--- src/rtl/oled_spi_sink.sv ---
// oled_spi_sink: SPI slave that decodes SSD1351-style OLED commands into pixel writes
module oled_spi_sink #(
  parameter int c_color_bits = 16,
  parameter int c_x_size     = 128,
  parameter int c_y_size     = 128,
  parameter int c_x_bits     = $clog2(c_x_size),
  parameter int c_y_bits     = $clog2(c_y_size)
) (
  input  logic                    clk,
  input  logic                    reset,
  input  logic                    spi_csn,
  input  logic                    spi_clk,
  input  logic                    spi_mosi,
  input  logic                    spi_dc,
  input  logic                    spi_resn,
  output logic [c_x_bits-1:0]     x,
  output logic [c_y_bits-1:0]     y,
  output logic [c_color_bits-1:0] color,
  output logic                    pixel_we,
  output logic                    cmd_valid,
  output logic [7:0]              cmd_byte,
  output logic                    write_active
);
  typedef enum logic [1:0] {IDLE, ARG, DATA} state_t;
  state_t state, state_n;
  logic [1:0] s_csn, s_clk, s_mosi, s_dc, s_resn;
  logic clk_d, rst_i, rise;
  logic [2:0] cnt;
  logic [7:0] sr;
  logic byte_v, rx_dc, v2, is_cmd, is_dat, phase_hi;
  logic [1:0] arg_cnt, n_args;
  logic [15:0] col_w;
  logic [c_x_bits-1:0] col_start, col_end;
  logic [c_y_bits-1:0] row_start, row_end;
  assign rst_i = reset | ~s_resn[1];
  assign rise = s_clk[1] & ~clk_d & ~s_csn[1];
  assign is_cmd = v2 & ~rx_dc;
  assign is_dat = v2 & rx_dc;
  assign write_active = state == DATA;
  assign color = col_w[c_color_bits-1:0];
  // two-flop synchronizers for every SPI pin plus the spi_clk edge history
  always_ff @(posedge clk) begin
    if (reset) begin
      s_csn <= 2'b11;
      s_clk <= 2'b00;
      s_mosi <= 2'b00;
      s_dc <= 2'b00;
      s_resn <= 2'b11;
      clk_d <= 1'b0;
    end else begin
      s_csn <= {s_csn[0], spi_csn};
      s_clk <= {s_clk[0], spi_clk};
      s_mosi <= {s_mosi[0], spi_mosi};
      s_dc <= {s_dc[0], spi_dc};
      s_resn <= {s_resn[0], spi_resn};
      clk_d <= s_clk[1];
    end
  end
  // MSB-first shifter; the extra v2 stage fixes pixel_we at four clocks after capture
  always_ff @(posedge clk) begin
    if (rst_i || s_csn[1]) begin
      cnt <= 3'd0;
      byte_v <= 1'b0;
      v2 <= 1'b0;
      rx_dc <= 1'b0;
      sr <= rst_i ? 8'd0 : sr;
    end else begin
      byte_v <= rise && cnt == 3'd7;
      v2 <= byte_v;
      if (rise) begin
        sr <= {sr[6:0], s_mosi[1]};
        cnt <= cnt + 3'd1;
        rx_dc <= cnt == 3'd7 ? s_dc[1] : rx_dc;
      end
    end
  end
  // argument count implied by each opcode
  always_comb begin
    n_args = (sr == 8'h15 || sr == 8'h75) ? 2'd2 :
             (sr == 8'hB4 || sr == 8'hC1) ? 2'd3 :
             (sr inside {8'hFD, 8'hA0, 8'hA1, 8'hA2, 8'hAB, 8'hB1, 8'hB3, 8'hB6, 8'hBE, 8'hC7, 8'hCA}) ? 2'd1 : 2'd0;
    state_n = !is_cmd ? state :
              state == ARG ? (arg_cnt == 2'd1 ? IDLE : ARG) :
              sr == 8'h5C ? DATA : n_args != 2'd0 ? ARG : IDLE;
  end
  // command decoder state register
  always_ff @(posedge clk) begin
    if (rst_i) state <= IDLE;
    else state <= state_n;
  end
  // window registers, pixel assembly and cursor advance
  always_ff @(posedge clk) begin
    if (rst_i) begin
      x <= '0;
      y <= '0;
      col_w <= 16'd0;
      pixel_we <= 1'b0;
      cmd_valid <= 1'b0;
      cmd_byte <= 8'd0;
      arg_cnt <= 2'd0;
      col_start <= '0;
      col_end <= c_x_bits'(c_x_size - 1);
      row_start <= '0;
      row_end <= c_y_bits'(c_y_size - 1);
      phase_hi <= 1'b1;
    end else begin
      pixel_we <= 1'b0;
      cmd_valid <= 1'b0;
      if (s_csn[1]) phase_hi <= 1'b1;
      if (pixel_we) begin
        x <= x == col_end ? col_start : x + c_x_bits'(1);
        if (x == col_end) y <= y == row_end ? row_start : y + c_y_bits'(1);
      end
      if (is_cmd && state == ARG) begin
        arg_cnt <= arg_cnt - 2'd1;
        if (cmd_byte == 8'h15 && arg_cnt == 2'd2) col_start <= c_x_bits'(sr);
        if (cmd_byte == 8'h15 && arg_cnt == 2'd1) begin
          col_end <= c_x_bits'(sr);
          x <= col_start;
        end
        if (cmd_byte == 8'h75 && arg_cnt == 2'd2) row_start <= c_y_bits'(sr);
        if (cmd_byte == 8'h75 && arg_cnt == 2'd1) begin
          row_end <= c_y_bits'(sr);
          y <= row_start;
        end
      end else if (is_cmd) begin
        cmd_valid <= 1'b1;
        cmd_byte <= sr;
        arg_cnt <= n_args;
        phase_hi <= 1'b1;
        if (sr == 8'h5C) begin
          x <= col_start;
          y <= row_start;
        end
      end else if (is_dat && state == DATA) begin
        if (c_color_bits == 8 || !phase_hi) begin
          col_w[7:0] <= sr;
          pixel_we <= 1'b1;
          phase_hi <= 1'b1;
        end else begin
          col_w[15:8] <= sr;
          phase_hi <= 1'b0;
        end
      end
    end
  end
endmodule

--- config.mk ---
export PLATFORM = sky130hd
export DESIGN_NAME = oled_spi_sink
export DESIGN_NICKNAME = d
export VERILOG_FILES = /design/src/rtl/oled_spi_sink.sv
export SDC_FILE = /design/constraint.sdc
export NUM_CORES = 1
export LEC_CHECK = 0
export BUFFER_PORTS_ARGS = -buffer_cell sky130_fd_sc_hd__buf_2
export CAP_MARGIN = 25
export CORE_ASPECT_RATIO = 1.2
export CORE_MARGIN = 4
export CORE_UTILIZATION = 48
export DETAILED_ROUTE_END_ITERATION = 6
export GPL_ROUTABILITY_DRIVEN = 0
export MAX_ROUTING_LAYER = met4
export PLACE_DENSITY_LB_ADDON = 0.2
export SLEW_MARGIN = 20
export SYNTH_ARGS = -nofsm -noshare
export SYNTH_HDL_FRONTEND = slang
export SYNTH_SLANG_ARGS = --single-unit
--- constraint.sdc ---
create_clock -name clk -period 2.5 [get_ports clk]
set_input_delay 0.375 -clock clk [delete_from_list [all_inputs] [get_ports clk]]
set_output_delay 0.375 -clock clk [all_outputs]
set_load 0.01 [all_outputs]
# == After elaboration in Yosys (flattened, before gate mapping) ==
# Index checks and enable logic that the tools add are counted.
# Widths: inputs -> output; s select.
# totals
register_bits,98
latchBits,0
mem_bits_rw,0
romBits,0
output_inout_bits,41
n_memories,0
# op_classes
addsub,4
multipliers,0
n_div,0
magnitude_cmp,0
eq_ne,26
shifts,0
muxes,31
bitwise,13
reduce_logical,25
# ops
op,n
$eq 8x8->1 const B,13
$mux 7,13
$eq 8x7->1 const B,3
$mux 8,3
$eq 8x5->1 const B,2
$add 7x1->7 const B,2
$eq 7x7->1,2
$reduce_and 2->1,7
$mux 2,6
$reduce_bool 11->1,1
$mux 1,9
$not 1->1,8
$reduce_and 4->1,2
$logic_and 1x1->1,7
$reduce_bool 2->1,3
$and 1x1->1,4
$eq 2x1->1 const B,2
$eq 2x2->1 const B,2
$reduce_or 4->1,1
$add 3x1->3 const B,1
$eq 3x3->1 const B,1
$logic_or 1x1->1,3
$ne 2x2->1 const B,1
$reduce_or 2->1,1
2 further kinds,2

# == Logic depth before layout (Yosys ltp) ==
# Gate-level depths: netlist (run 1).
# logic_depth
word_depth,9
depth_mapped,10

# == Worst setup path before layout (run 1) ==
# Ideal clock, no wire load.
# synth_timing
path_type,register to register
start,reg arg_cnt[1]
end,reg x[2]
setup_ps,136
t_arrival_ps,1946
required_ps,2364
path_slack_ps,418
path_stages_with_launch,11
n_path_buf,2
period_less_slack_ps,2082
path_cell_list,dfxtp_1 inv_1 ha_1 or3b_1 or4_1 buf_6 and2_4 nor2b_4 buf_6 nor2_1 a211oi_2
# synth_via
elab_chain_len,4
# synth_rtl
item,line,rtl
start: declaration,31,"logic [1:0] arg_cnt, n_args;"
start signal: assignment,115,arg_cnt <= arg_cnt - 2'd1;
start signal: assignment,129,arg_cnt <= n_args;
$eq 2x1->1,117,if (cmd_byte == 8'h15 && arg_cnt == 2'd1) begin
$logic_and 1x1->1,117,
$mux 7,117,
$mux 7,114,if (is_cmd && state == ARG) begin
end signal: assignment,111,x <= x == col_end ? col_start : x + c_x_bits'(1);
end signal: assignment,119,x <= col_start;
end signal: assignment,132,x <= col_start;
end: declaration,16,"output logic [c_x_bits-1:0] x,"
# Every way passes these cells.
# A chain may end at the register's enable or synchronous reset.

# == Worst setup path in the final report (run 1) ==
# layout_timing
start,reg sr[6]
end,reg x[1]
# layout_via
elab_chain_len,4
# layout_rtl
item,line,rtl
start: declaration,29,logic [7:0] sr;
start signal: assignment,66,sr <= rst_i ? 8'd0 : sr;
start signal: assignment,71,"sr <= {sr[6:0], s_mosi[1]};"
$eq 8x7->1,131,if (sr == 8'h5C) begin
$mux 7,131,
$mux 7,126,end else if (is_cmd) begin
$mux 7,114,
# Every way passes these cells.

==> flow_metrics.env, run 1 <==
export IMPL_crit_path_end_kind="flip-flop"
export IMPL_status="finished clean"
export IMPL_hold_violations=0
export IMPL_cts_root_buffer="clkbuf_8"
export IMPL_rows=37
export IMPL_fin_worst_skew_ns=0.0115
export IMPL_io_buffers=47
export IMPL_area_growth_pct=13.9
export IMPL_ios=48
export IMPL_rrSetupSlack_ns=0.38
export IMPL_vdd_drop_max_mv=0.426
export IMPL_final_util_pct=56.0
export IMPL_power_density_mw_per_mm2=562
export IMPL_path_class="flip-flop to flip-flop"
export IMPL_mappedNetlistNets=463
export IMPL_finalSetupViolations=0
export IMPL_crit_path_cell_trace="nor4bb_1 -> nand4_1 -> and2_4 -> nor2b_4 -> nand2b_1 -> a21oi_1"
export IMPL_cts_tree="yes"
export IMPL_h_tree_depth=3
export IMPL_initial_core_util_pct=49.2
export IMPL_fin_crit_ns=2.12
export IMPL_drtIter0Drc=185
export IMPL_die_x_um=93.7
export IMPL_ys_types=49
export IMPL_drive_above_1_share_pct=18.8
export IMPL_crit_end="x[1]"
export IMPL_p_leak_nw=1.88
export IMPL_fin_tns_setup_ns=0
export IMPL_crit_slowest_cell="edfxtp_1"
export IMPL_rr_startpoint="sr[6]"
export IMPL_start_kind="flip-flop"
export IMPL_crit_start="sr[6]"
export IMPL_clk_pin_slew_ns=0.10
export IMPL_wl_per_cell_um=15.3
export IMPL_min_period_over_period_pct=84.6
export IMPL_core_area_mm2=0.00861
export IMPL_syn_avg_cell_area_um2=9.41
export IMPL_grt_overflow=0
export IMPL_layout_nets=512
export IMPL_postCtsSetupRepairBufs=0
export IMPL_clk_latency_ns=0.36
export IMPL_worstMarginPinSlew_ns=0.664
export IMPL_synth_cells=450
export IMPL_ctsResizeCount=0
export IMPL_wl_um=9490
export IMPL_r2r_end="x[1]"
export IMPL_die_area_mm2=0.0104
export IMPL_antenna_found_initial=0
export IMPL_multiInputGateArea_mm2=0.00207
export IMPL_fillers=820
export IMPL_final_max_slew_viol_count=0
export IMPL_reg2reg_depth=6
export IMPL_maxCapViolCount=0
export IMPL_vias=3310
export IMPL_die_height_um=111
export IMPL_via_per_inst=5.33
export IMPL_clockBufferDepth=2
export IMPL_drt_first_pass_iters=5
export IMPL_grt_util_all_layers_pct=19.8
export IMPL_critPathArrivalTime_ns=2.41
export IMPL_max_slew_margin_pct=55.5
export IMPL_grt_max_degree=26
export IMPL_grt_pass1_wl_um=16000
export IMPL_rsz0062_at_grt="no"
export IMPL_yosysWarnings=0
export IMPL_crit_path_max_incr_delay_ns=0.69
export IMPL_ant_nets=0
export IMPL_cp_data_required_time_ns=2.79
export IMPL_worstPathMaxFanout=14
export IMPL_fmaxAchievable_mhz=473
export IMPL_grt_pass1_vias=3253
export IMPL_diodes=0
export IMPL_yosysSeqAreaShare_pct=48.2
export IMPL_seq_area_mm2=0.00204
export IMPL_ys_ff_latch=98
export IMPL_numCtsBuffers=9
export IMPL_dp_hpwl_um=6650
export IMPL_hold_buffers=0
export IMPL_drc=0
export IMPL_synth_cell_area_mm2=0.00423
export IMPL_clock_sinks=98
export IMPL_min_path_type="primary input to flip-flop"
layout make-up:
cell class,count,area share [%]
clock inverter,4,0.675
clock buffer,12,3.45
multi-input combinational,324,43.0
sequential,98,42.4
tap,117,3.04
timing repair buffer,61,7.06
inverter,5,0.389
registers in the layout, summed over array words and instances (netlist names), 3 cells and up:
signal     cells
row_end        7
row_start      7
y              7
col_end        7
col_start      7
color         16
cnt            3
cmd_byte       8
x              7
sr             8
critical path, delay by kind of cell (launching register included):
kind,cells,cell delay (ns)
AND/OR/NAND/NOR,5,1.24
AO/OA/AOI/OAI,1,0.12
flip-flops,1,0.69
power by group:
part | internal, mW | switching (mW)
Combinational | 0.0314 | 0.0623
Sequential | 1.60 | 0.0192
Clock | 0.456 | 0.542
routing by layer:
metal / share of wire (%) / global-route usage, % / vias up
met5: 0 / - / -
met4: 1.7 / 7.03 / 0
met3: 3.6 / 4.07 / 14
met2: 51 / 33.1 / 58
met1: 44 / 23.5 / 1571
li1: - / - / 1667
how the worst min path moves through the flow:
stage	cells after the start	endpoint	slack, ns	start
6_report	2	s_csn[0]	0.19	spi_csn
5_1_grt	2	s_csn[0]	0.17	spi_csn
4_1_cts	2	s_csn[0]	0.17	spi_csn
3_5_place_dp	1	s_csn[1]	0.40	s_csn[0]
3_3_place_gp	1	s_resn[1]	0.39	s_resn[0]
2_1_floorplan	1	s_csn[1]	0.39	s_csn[0]
Yosys cell counts (all sizes together):
| library cell | instances | area [um2] |
|---|---|---|
| and4 | 1 | 8.76 |
| xor2 | 10 | 87.6 |
| a31oi | 3 | 18.8 |
| nand3 | 17 | 85.1 |
| nor4b | 1 | 8.76 |
| and2 | 11 | 71.3 |
| dfxtp | 90 | 1800 |
| a21oi | 34 | 174 |
| a211oi | 6 | 70.1 |
| nor2 | 31 | 119 |
| nand4b | 1 | 8.76 |
| o21ai | 15 | 75.1 |
| nor3b | 1 | 7.51 |
| inv | 5 | 18.8 |
| nor3 | 7 | 40.0 |
| or4 | 2 | 15.0 |
| a222oi | 1 | 10.0 |
| nand4 | 9 | 56.3 |
| or2 | 4 | 25.0 |
| nor4bb | 5 | 50.1 |
| or4b | 1 | 10.0 |
| nand3b | 1 | 7.51 |
| mux2 | 1 | 11.3 |
| nand4bb | 3 | 50.1 |
| a31o | 1 | 8.76 |
| o22ai | 1 | 6.26 |
| or3 | 2 | 12.5 |
| buf | 2 | 22.5 |
| nand2 | 62 | 233 |
| mux2i | 26 | 260 |
| clkbuf | 21 | 78.8 |
| and3 | 2 | 12.5 |
| ha | 6 | 75.1 |
| xnor2 | 15 | 131 |
| a211o | 1 | 8.76 |
| a22o | 8 | 70.1 |
| nor2b | 14 | 95.1 |
| nand2b | 14 | 87.6 |
| edfxtp | 8 | 240 |
| nor4 | 6 | 52.6 |
| or3b | 1 | 8.76 |
placed cells by master, fill, tap and decap left out, types with 2 or more instances in the layout:
cell / n
a211oi_2: 5
a21oi_1: 33
a22o_1: 8
a31oi_1: 3
and2_1: 10
and3_1: 2
buf_2: 47
buf_4: 14
clkbuf_8: 10
clkinv_4: 3
dfxtp_1: 90
edfxtp_1: 8
ha_1: 6
inv_1: 5
mux2i_1: 26
nand2_1: 62
nand2b_1: 13
nand3_1: 17
nand4_1: 9
nand4bb_1: 2
nor2_1: 30
nor2b_1: 13
nor3_1: 6
nor4_1: 5
nor4bb_1: 5
o21ai_0: 14
or2_2: 4
or3_1: 2
or4_1: 2
xnor2_1: 15
xor2_1: 10
per-stage QoR:
stage                     cell area, um2  power [mW]  instances  worst slack, ns  hold WS [ns]
final                               4820        2.71        621            0.385         0.188
after global routing                4820        2.81        621            0.212         0.171
after CTS                           4820        2.74        621            0.387         0.167
after detailed placement            4620        1.75        605            0.402         0.397
after global placement              4620        1.74        605            0.418         0.393
after floorplan                     4230        1.70        450            0.418         0.389
cell families after synthesis:
family	share of synthesized area [%]
buf+inv	2.84
flops	48.2
xor+xnor	5.17
compound gates	10.4
mux	6.41
simple gates	25.1
fa+ha+maj	1.77
Power figures use the tool's default switching activity.
==> run 2: changes to the inputs <==
clock period = 1.75 ns   (was 2.5 ns; I/O delays follow)
==> flow_metrics.env, run 2 (same netlist as run 1, synthesis figures left out) <==
export IMPL_ant_nets=0
export IMPL_hold_buffers=0
export IMPL_ios=48
export IMPL_fin_tns_setup_ns=-2.30
export IMPL_diodes=0
export IMPL_rows=37
export IMPL_min_period_over_period_pct=110
export IMPL_die_area_mm2=0.0104
export IMPL_power_density_mw_per_mm2=679
export IMPL_hold_path_depth=2
export IMPL_crit_path_end_kind="flip-flop"
export IMPL_final_max_slew_viol_count=0
export IMPL_grt_max_degree=24
export IMPL_wl_um=10400
export IMPL_die_height_um=111
export IMPL_maxCapViolCount=0
export IMPL_dp_hpwl_um=7260
export IMPL_status="finished with violations"
export IMPL_largest_register_ffs=16
export IMPL_p_leak_nw=2.32
export IMPL_r2r_end="x[0]"
export IMPL_wl_per_cell_um=15.1
export IMPL_fmaxAchievable_mhz=518
export IMPL_dp_cells=660
export IMPL_vias=3632
export IMPL_io_buffers=47
export IMPL_critPathArrivalTime_ns=2.18
export IMPL_worstPathMaxFanout=6
export IMPL_start_kind="flip-flop"
export IMPL_layout_common_cells="83 x dfxtp_1, 70 x buf_4, 61 x nand2_1"
export IMPL_vdd_drop_max_mv=0.597
export IMPL_via_per_inst=5.26
export IMPL_rsz0062_at_grt="yes"
export IMPL_fin_crit_ns=1.93
export IMPL_clock_sinks=98
export IMPL_drc=0
export IMPL_numCtsBuffers=9
export IMPL_grt_overflow=0
export IMPL_max_slew_margin_pct=68.2
export IMPL_fin_worst_skew_ns=0.0159
export IMPL_drtIter0Drc=172
export IMPL_violations="setup timing"
export IMPL_drt_first_pass_iters=4
export IMPL_min_path_type="primary input to flip-flop"
export IMPL_rrSetupSlack_ns=-0.18
export IMPL_initial_core_util_pct=49.2
export IMPL_cp_data_required_time_ns=2.00
export IMPL_worstMarginPinSlew_ns=0.472
export IMPL_hold_path_end="s_resn[0]"
export IMPL_final_cells=691
export IMPL_hold_violations=0
export IMPL_power_mw=3.84
export IMPL_setup_slack_ns=-0.181
export IMPL_design_area_mm2=0.00566
export IMPL_core_area_mm2=0.00861
export IMPL_layout_nets=582
export IMPL_grt_pass1_vias=3566
export IMPL_clk_pin_slew_ns=0.10
export IMPL_reg2reg_depth=8
export IMPL_area_growth_pct=33.6
export IMPL_antenna_found_initial=0
export IMPL_rr_startpoint="arg_cnt[1]"
export IMPL_dpl_cell_area_mm2=0.00507
export IMPL_cts_tree="yes"
export IMPL_h_tree_depth=3
export IMPL_holdCritStartpoint="spi_resn"
export IMPL_path_class="flip-flop to flip-flop"
export IMPL_die_x_um=93.7
export IMPL_grt_pass1_wl_um=17300
export IMPL_finalSetupViolations=17
export IMPL_cts_root_buffer="clkbuf_8"
export IMPL_grt_util_all_layers_pct=21.6
export IMPL_fillers=711
export IMPL_clk_latency_ns=0.37
export IMPL_layout_commonest_cell="dfxtp_1"
export IMPL_drive_above_1_share_pct=36.2
export IMPL_clockBufferDepth=2
[run 2: changes by cell type in the layout (fill, tap and decap cells not counted), moves of 4 or more]
cell | before | now
buf_4 | 14 | 70
nand2b_4 | 0 | 5
o21ai_0 | 14 | 6
nor4bb_1 | 5 | 1
dfxtp_2 | 0 | 7
nand2b_1 | 13 | 8
buf_6 | 0 | 11
nor2_1 | 30 | 25
o21ai_1 | 1 | 8
dfxtp_1 | 90 | 83
a21oi_1 | 33 | 28
[run 2: worst max-delay path by stage]
stage | from | end | slack [ns] | cells after the start
after CTS | arg_cnt[1] | x[0] | -0.16 | 8
after floorplan | arg_cnt[1] | x[3] | -0.29 | 10
final | arg_cnt[1] | x[0] | -0.18 | 8
after detailed placement | arg_cnt[1] | x[1] | -0.18 | 8
after global placement | arg_cnt[1] | x[1] | -0.14 | 8
after global routing | arg_cnt[1] | x[0] | -0.28 | 8
[run 2: worst max-delay path: stages (launching register included)]
cell and delay (ns):
dfxtp_2 0.33, inv_2 0.05, ha_4 0.11, or3b_4 0.36
or4_4 0.43, and2_4 0.18, nor4bb_1 0.12, a31oi_1 0.14
a31oi_1 0.09
[run 2: cell type report]
type | instances | area, um2 | share of cell area (%)
Tap cell | 117 | 146 | 2.59
Multi-Input combinational cell | 325 | 2360 | 41.7
Inverter | 5 | 18.8 | 0.332
Clock buffer | 11 | 141 | 2.50
Timing Repair Buffer | 130 | 905 | 16.0
Clock inverter | 5 | 37.5 | 0.664
Sequential cell | 98 | 2050 | 36.3
[run 2: metrics by stage]
stage               setup slack (ns)  util (%)  hold WS, ns
global placement              -0.141      58.9        0.392
floorplan                     -0.287         -        0.334
CTS                           -0.158      63.0       0.0497
global route                  -0.278      65.7       0.0458
detailed placement            -0.176      58.9        0.394
finish                        -0.181      65.7       0.0717
[run 2: what timing repair did]
action,4_1_cts,5_1_grt
gates resized for setup,21,47
pin swaps,10,17
hold endpoints to repair,0,0
setup buffers,9,5
cloned,1,0
setup endpoints to repair,31,39
[run 2: power breakdown]
| group | leakage (nW) | internal (mW) | switching, mW |
|---|---|---|---|
| registers | 0.815 | 2.28 | 0.0133 |
| clock network | 0.0863 | 0.563 | 0.762 |
| logic | 1.42 | 0.0969 | 0.129 |
[run 2: routing by layer]
| metal | part of all wire, % | GRT usage [%] | up-vias | wire length [um] |
|---|---|---|---|---|
| li1 | - | - | 1816 | - |
| met4 | 1.8 | 10.3 | 0 | 191 |
| met2 | 52 | 34.9 | 87 | 5470 |
| met3 | 5.1 | 5.16 | 15 | 530 |
| met5 | 0 | - | - | 0 |
| met1 | 41 | 24.9 | 1714 | 4250 |
==> run 3: changes to the inputs <==
ABC_AREA = 1   (was not set)
==> flow_metrics.env, run 3 <==
export IMPL_synth_top_flop_cell="dfxtp_1"
export IMPL_cp_top_family="simple AND/OR/NAND/NOR gates"
export IMPL_rr_startpoint="x[1]"
export IMPL_clock_power_share_pct=37.4
export IMPL_vias=3955
export IMPL_wl_per_cell_um=13.1
export IMPL_combPwrFrac_pct=4.3
export IMPL_ios=48
export IMPL_syn_avg_cell_area_um2=7.34
export IMPL_reg2reg_depth=9
export IMPL_grt_max_degree=48
export IMPL_holdCritStartpoint="spi_csn"
export IMPL_die_area_mm2=0.0109
export IMPL_path_class="flip-flop to flip-flop"
export IMPL_fin_tns_setup_ns=0
export IMPL_area_growth_pct=14.2
export IMPL_async_flop_share_pct=0
export IMPL_post_place_ws_ns=0.167
export IMPL_layout_nets=675
export IMPL_drtIter0Drc=217
export IMPL_mappedNetlistNets=620
export IMPL_cts_tree="yes"
export IMPL_synth_largest_area_cell="dfxtp_1"
export IMPL_core_area_mm2=0.00903
export IMPL_p_leak_nw=2.30
export IMPL_dp_hpwl_um=7550
export IMPL_worstMarginPinSlew_ns=0.388
export IMPL_start_kind="flip-flop"
export IMPL_h_tree_depth=3
export IMPL_status="finished clean"
export IMPL_rrSetupSlack_ns=0.18
export IMPL_ys_ff_latch=98
export IMPL_hold_path_depth=2
export IMPL_synth_common_cells="140 x nand2_1, 90 x dfxtp_1, 72 x inv_1"
export IMPL_synth_most_common_cell="nand2_1"
export IMPL_max_slew_margin_pct=74.1
export IMPL_final_util_pct=56.4
export IMPL_rsz0062_at_grt="no"
export IMPL_grt_util_all_layers_pct=20.4
export IMPL_synth_cell_area_mm2=0.00446
export IMPL_vdd_drop_max_mv=0.456
export IMPL_layout_common_cells="139 x nand2_1, 90 x dfxtp_1, 71 x inv_1"
export IMPL_largest_register_ffs=16
export IMPL_via_per_inst=5.03
export IMPL_fillers=864
export IMPL_hold_path_end="s_csn[0]"
export IMPL_cts_root_buffer="clkbuf_8"
export IMPL_io_buffers=47
export IMPL_crit_slowest_cell="dfxtp_1"
export IMPL_path_common_cell="nand2_1"
export IMPL_synth_edf_count=8
export IMPL_rows=38
export IMPL_die_x_um=96.0
export IMPL_cp_data_required_time_ns=2.01
export IMPL_setup_slack_ns=0.177
export IMPL_multiInputGateArea_mm2=0.00200
export IMPL_fin_worst_skew_ns=0.0103
export IMPL_yosysSeqAreaShare_pct=45.8
export IMPL_yosysTopAreaCellShare_pct=40.4
export IMPL_hold_buffers=0
export IMPL_wl_um=10300
export IMPL_final_cells=787
export IMPL_netSwitchingPower_mw=0.901
export IMPL_fin_crit_ns=1.57
export IMPL_clk_pin_slew_ns=0.09
export IMPL_ant_nets=0
export IMPL_clk_latency_ns=0.36
export IMPL_crit_path_end_kind="flip-flop"
export IMPL_antenna_found_initial=0
export IMPL_yosys_top_cells_area="dfxtp_1 40%, nand2_1 12%, inv_1 6.1%"
export IMPL_finalSetupViolations=0
export IMPL_p_sw_share_pct=22.9
export IMPL_layout_commonest_cell="nand2_1"
export IMPL_final_max_slew_viol_count=0
export IMPL_internal_power_mw=3.03
export IMPL_grt_pass1_wl_um=17000
export IMPL_crit_path_max_incr_delay_ns=0.42
export IMPL_worstPathMaxFanout=8
export IMPL_numCtsBuffers=9
export IMPL_min_path_type="primary input to flip-flop"
export IMPL_drt_first_pass_iters=5
export IMPL_drc=0
export IMPL_seqPwrFrac_pct=58.3
export IMPL_postCtsSetupRepairBufs=0
export IMPL_fmaxAchievable_mhz=636
export IMPL_grt_pass1_vias=3681
export IMPL_synth_cells=607
export IMPL_die_height_um=114
export IMPL_dp_cells=771
export IMPL_grt_overflow=0
export IMPL_power_density_mw_per_mm2=772
export IMPL_seq_area_mm2=0.00204
export IMPL_drive_above_1_share_pct=18.1
export IMPL_crit_path_cell_trace="inv_1 -> nand2_1 -> nand2_1 -> nor2_2 -> nand2_2 -> nor3_4 -> nand3_1 -> a21oi_1 -> nor2_1"
export IMPL_power_mw=3.93
export IMPL_clockBufferDepth=2
export IMPL_min_period_over_period_pct=89.9
export IMPL_path_buf_inv=1
export IMPL_clock_sinks=98
export IMPL_ys_types=33
export IMPL_r2r_end="y[3]"
export IMPL_yosysWarnings=0
export IMPL_hold_violations=0
export IMPL_initial_core_util_pct=49.3
export IMPL_critPathArrivalTime_ns=1.83
export IMPL_maxCapViolCount=0
export IMPL_diodes=0
==> run 3: worst reg2reg max path, delay by kind of cell (launching register included) <==
kind	cells	cell delay (ns)
AO/OA/AOI/OAI	1	0.17
AND/OR/NAND/NOR	7	0.81
buffers and inverters	1	0.08
flip-flops	1	0.42
==> run 3: final cells by class <==
cell class / count / area share, %
Clock inverter: 6 / 1.28
Inverter: 82 / 6.05
Multi-Input combinational cell: 405 / 39.2
Clock buffer: 10 / 2.70
Sequential cell: 98 / 40.1
Timing Repair Buffer: 66 / 7.67
Tap cell: 120 / 2.95
==> run 3: cells by family after synthesis <==
| kind of cell | synth area share, % |
|---|---|
| compound gates | 13.3 |
| xor+xnor | 1.57 |
| fa+ha+maj | 1.68 |
| buf+inv | 9.63 |
| flops | 45.8 |
| simple gates | 28.0 |
==> run 3: per-stage QoR <==
stage / hold slack (ns) / instance area (um2)
after floorplan: 0.366 / 4460
after global placement: 0.391 / 4880
after detailed placement: 0.399 / 4880
after CTS: 0.0672 / 5080
after global routing: 0.0772 / 5090
final: 0.0843 / 5090
==> run 3: per-layer routing <==
layer | vias up | global-route usage, % | wire [um] | share of wire, %
li1 | 2037 | - | - | -
met1 | 1795 | 24.8 | 4520 | 44
met2 | 100 | 33.4 | 5080 | 49
met3 | 23 | 2.57 | 447 | 4.3
met4 | 0 | 9.01 | 254 | 2.5
met5 | - | - | 0 | 0
==> run 3: worst max-delay path by stage <==
| stage | startpoint | end | slack, ns | depth (start not counted) |
|---|---|---|---|---|
| after floorplan | x[1] | y[6] | 0.30 | 12 |
| after global placement | y[3] | y[0] | 0.20 | 11 |
| after detailed placement | sr[0] | y[0] | 0.17 | 8 |
| after CTS | sr[0] | y[0] | 0.15 | 8 |
| after global routing | y[3] | y[0] | 0.03 | 11 |
| final | x[1] | y[3] | 0.18 | 9 |
==> run 3: power groups by stage <==
stage | clock network [mW] | registers, mW | logic [mW]
5_1_grt | 1.61 | 2.29 | 0.190
3_5_place_dp | 0 | 2.34 | 0.171
3_3_place_gp | 0 | 2.34 | 0.169
4_1_cts | 1.52 | 2.29 | 0.171
2_1_floorplan | 0 | 2.34 | 0.107
6_report | 1.47 | 2.29 | 0.171
==> run 3: repair_timing <==
item,4_1_cts,5_1_grt
gates resized for setup,0,4
endpoints found under the setup margin,0,11
endpoints found under the hold margin,0,0
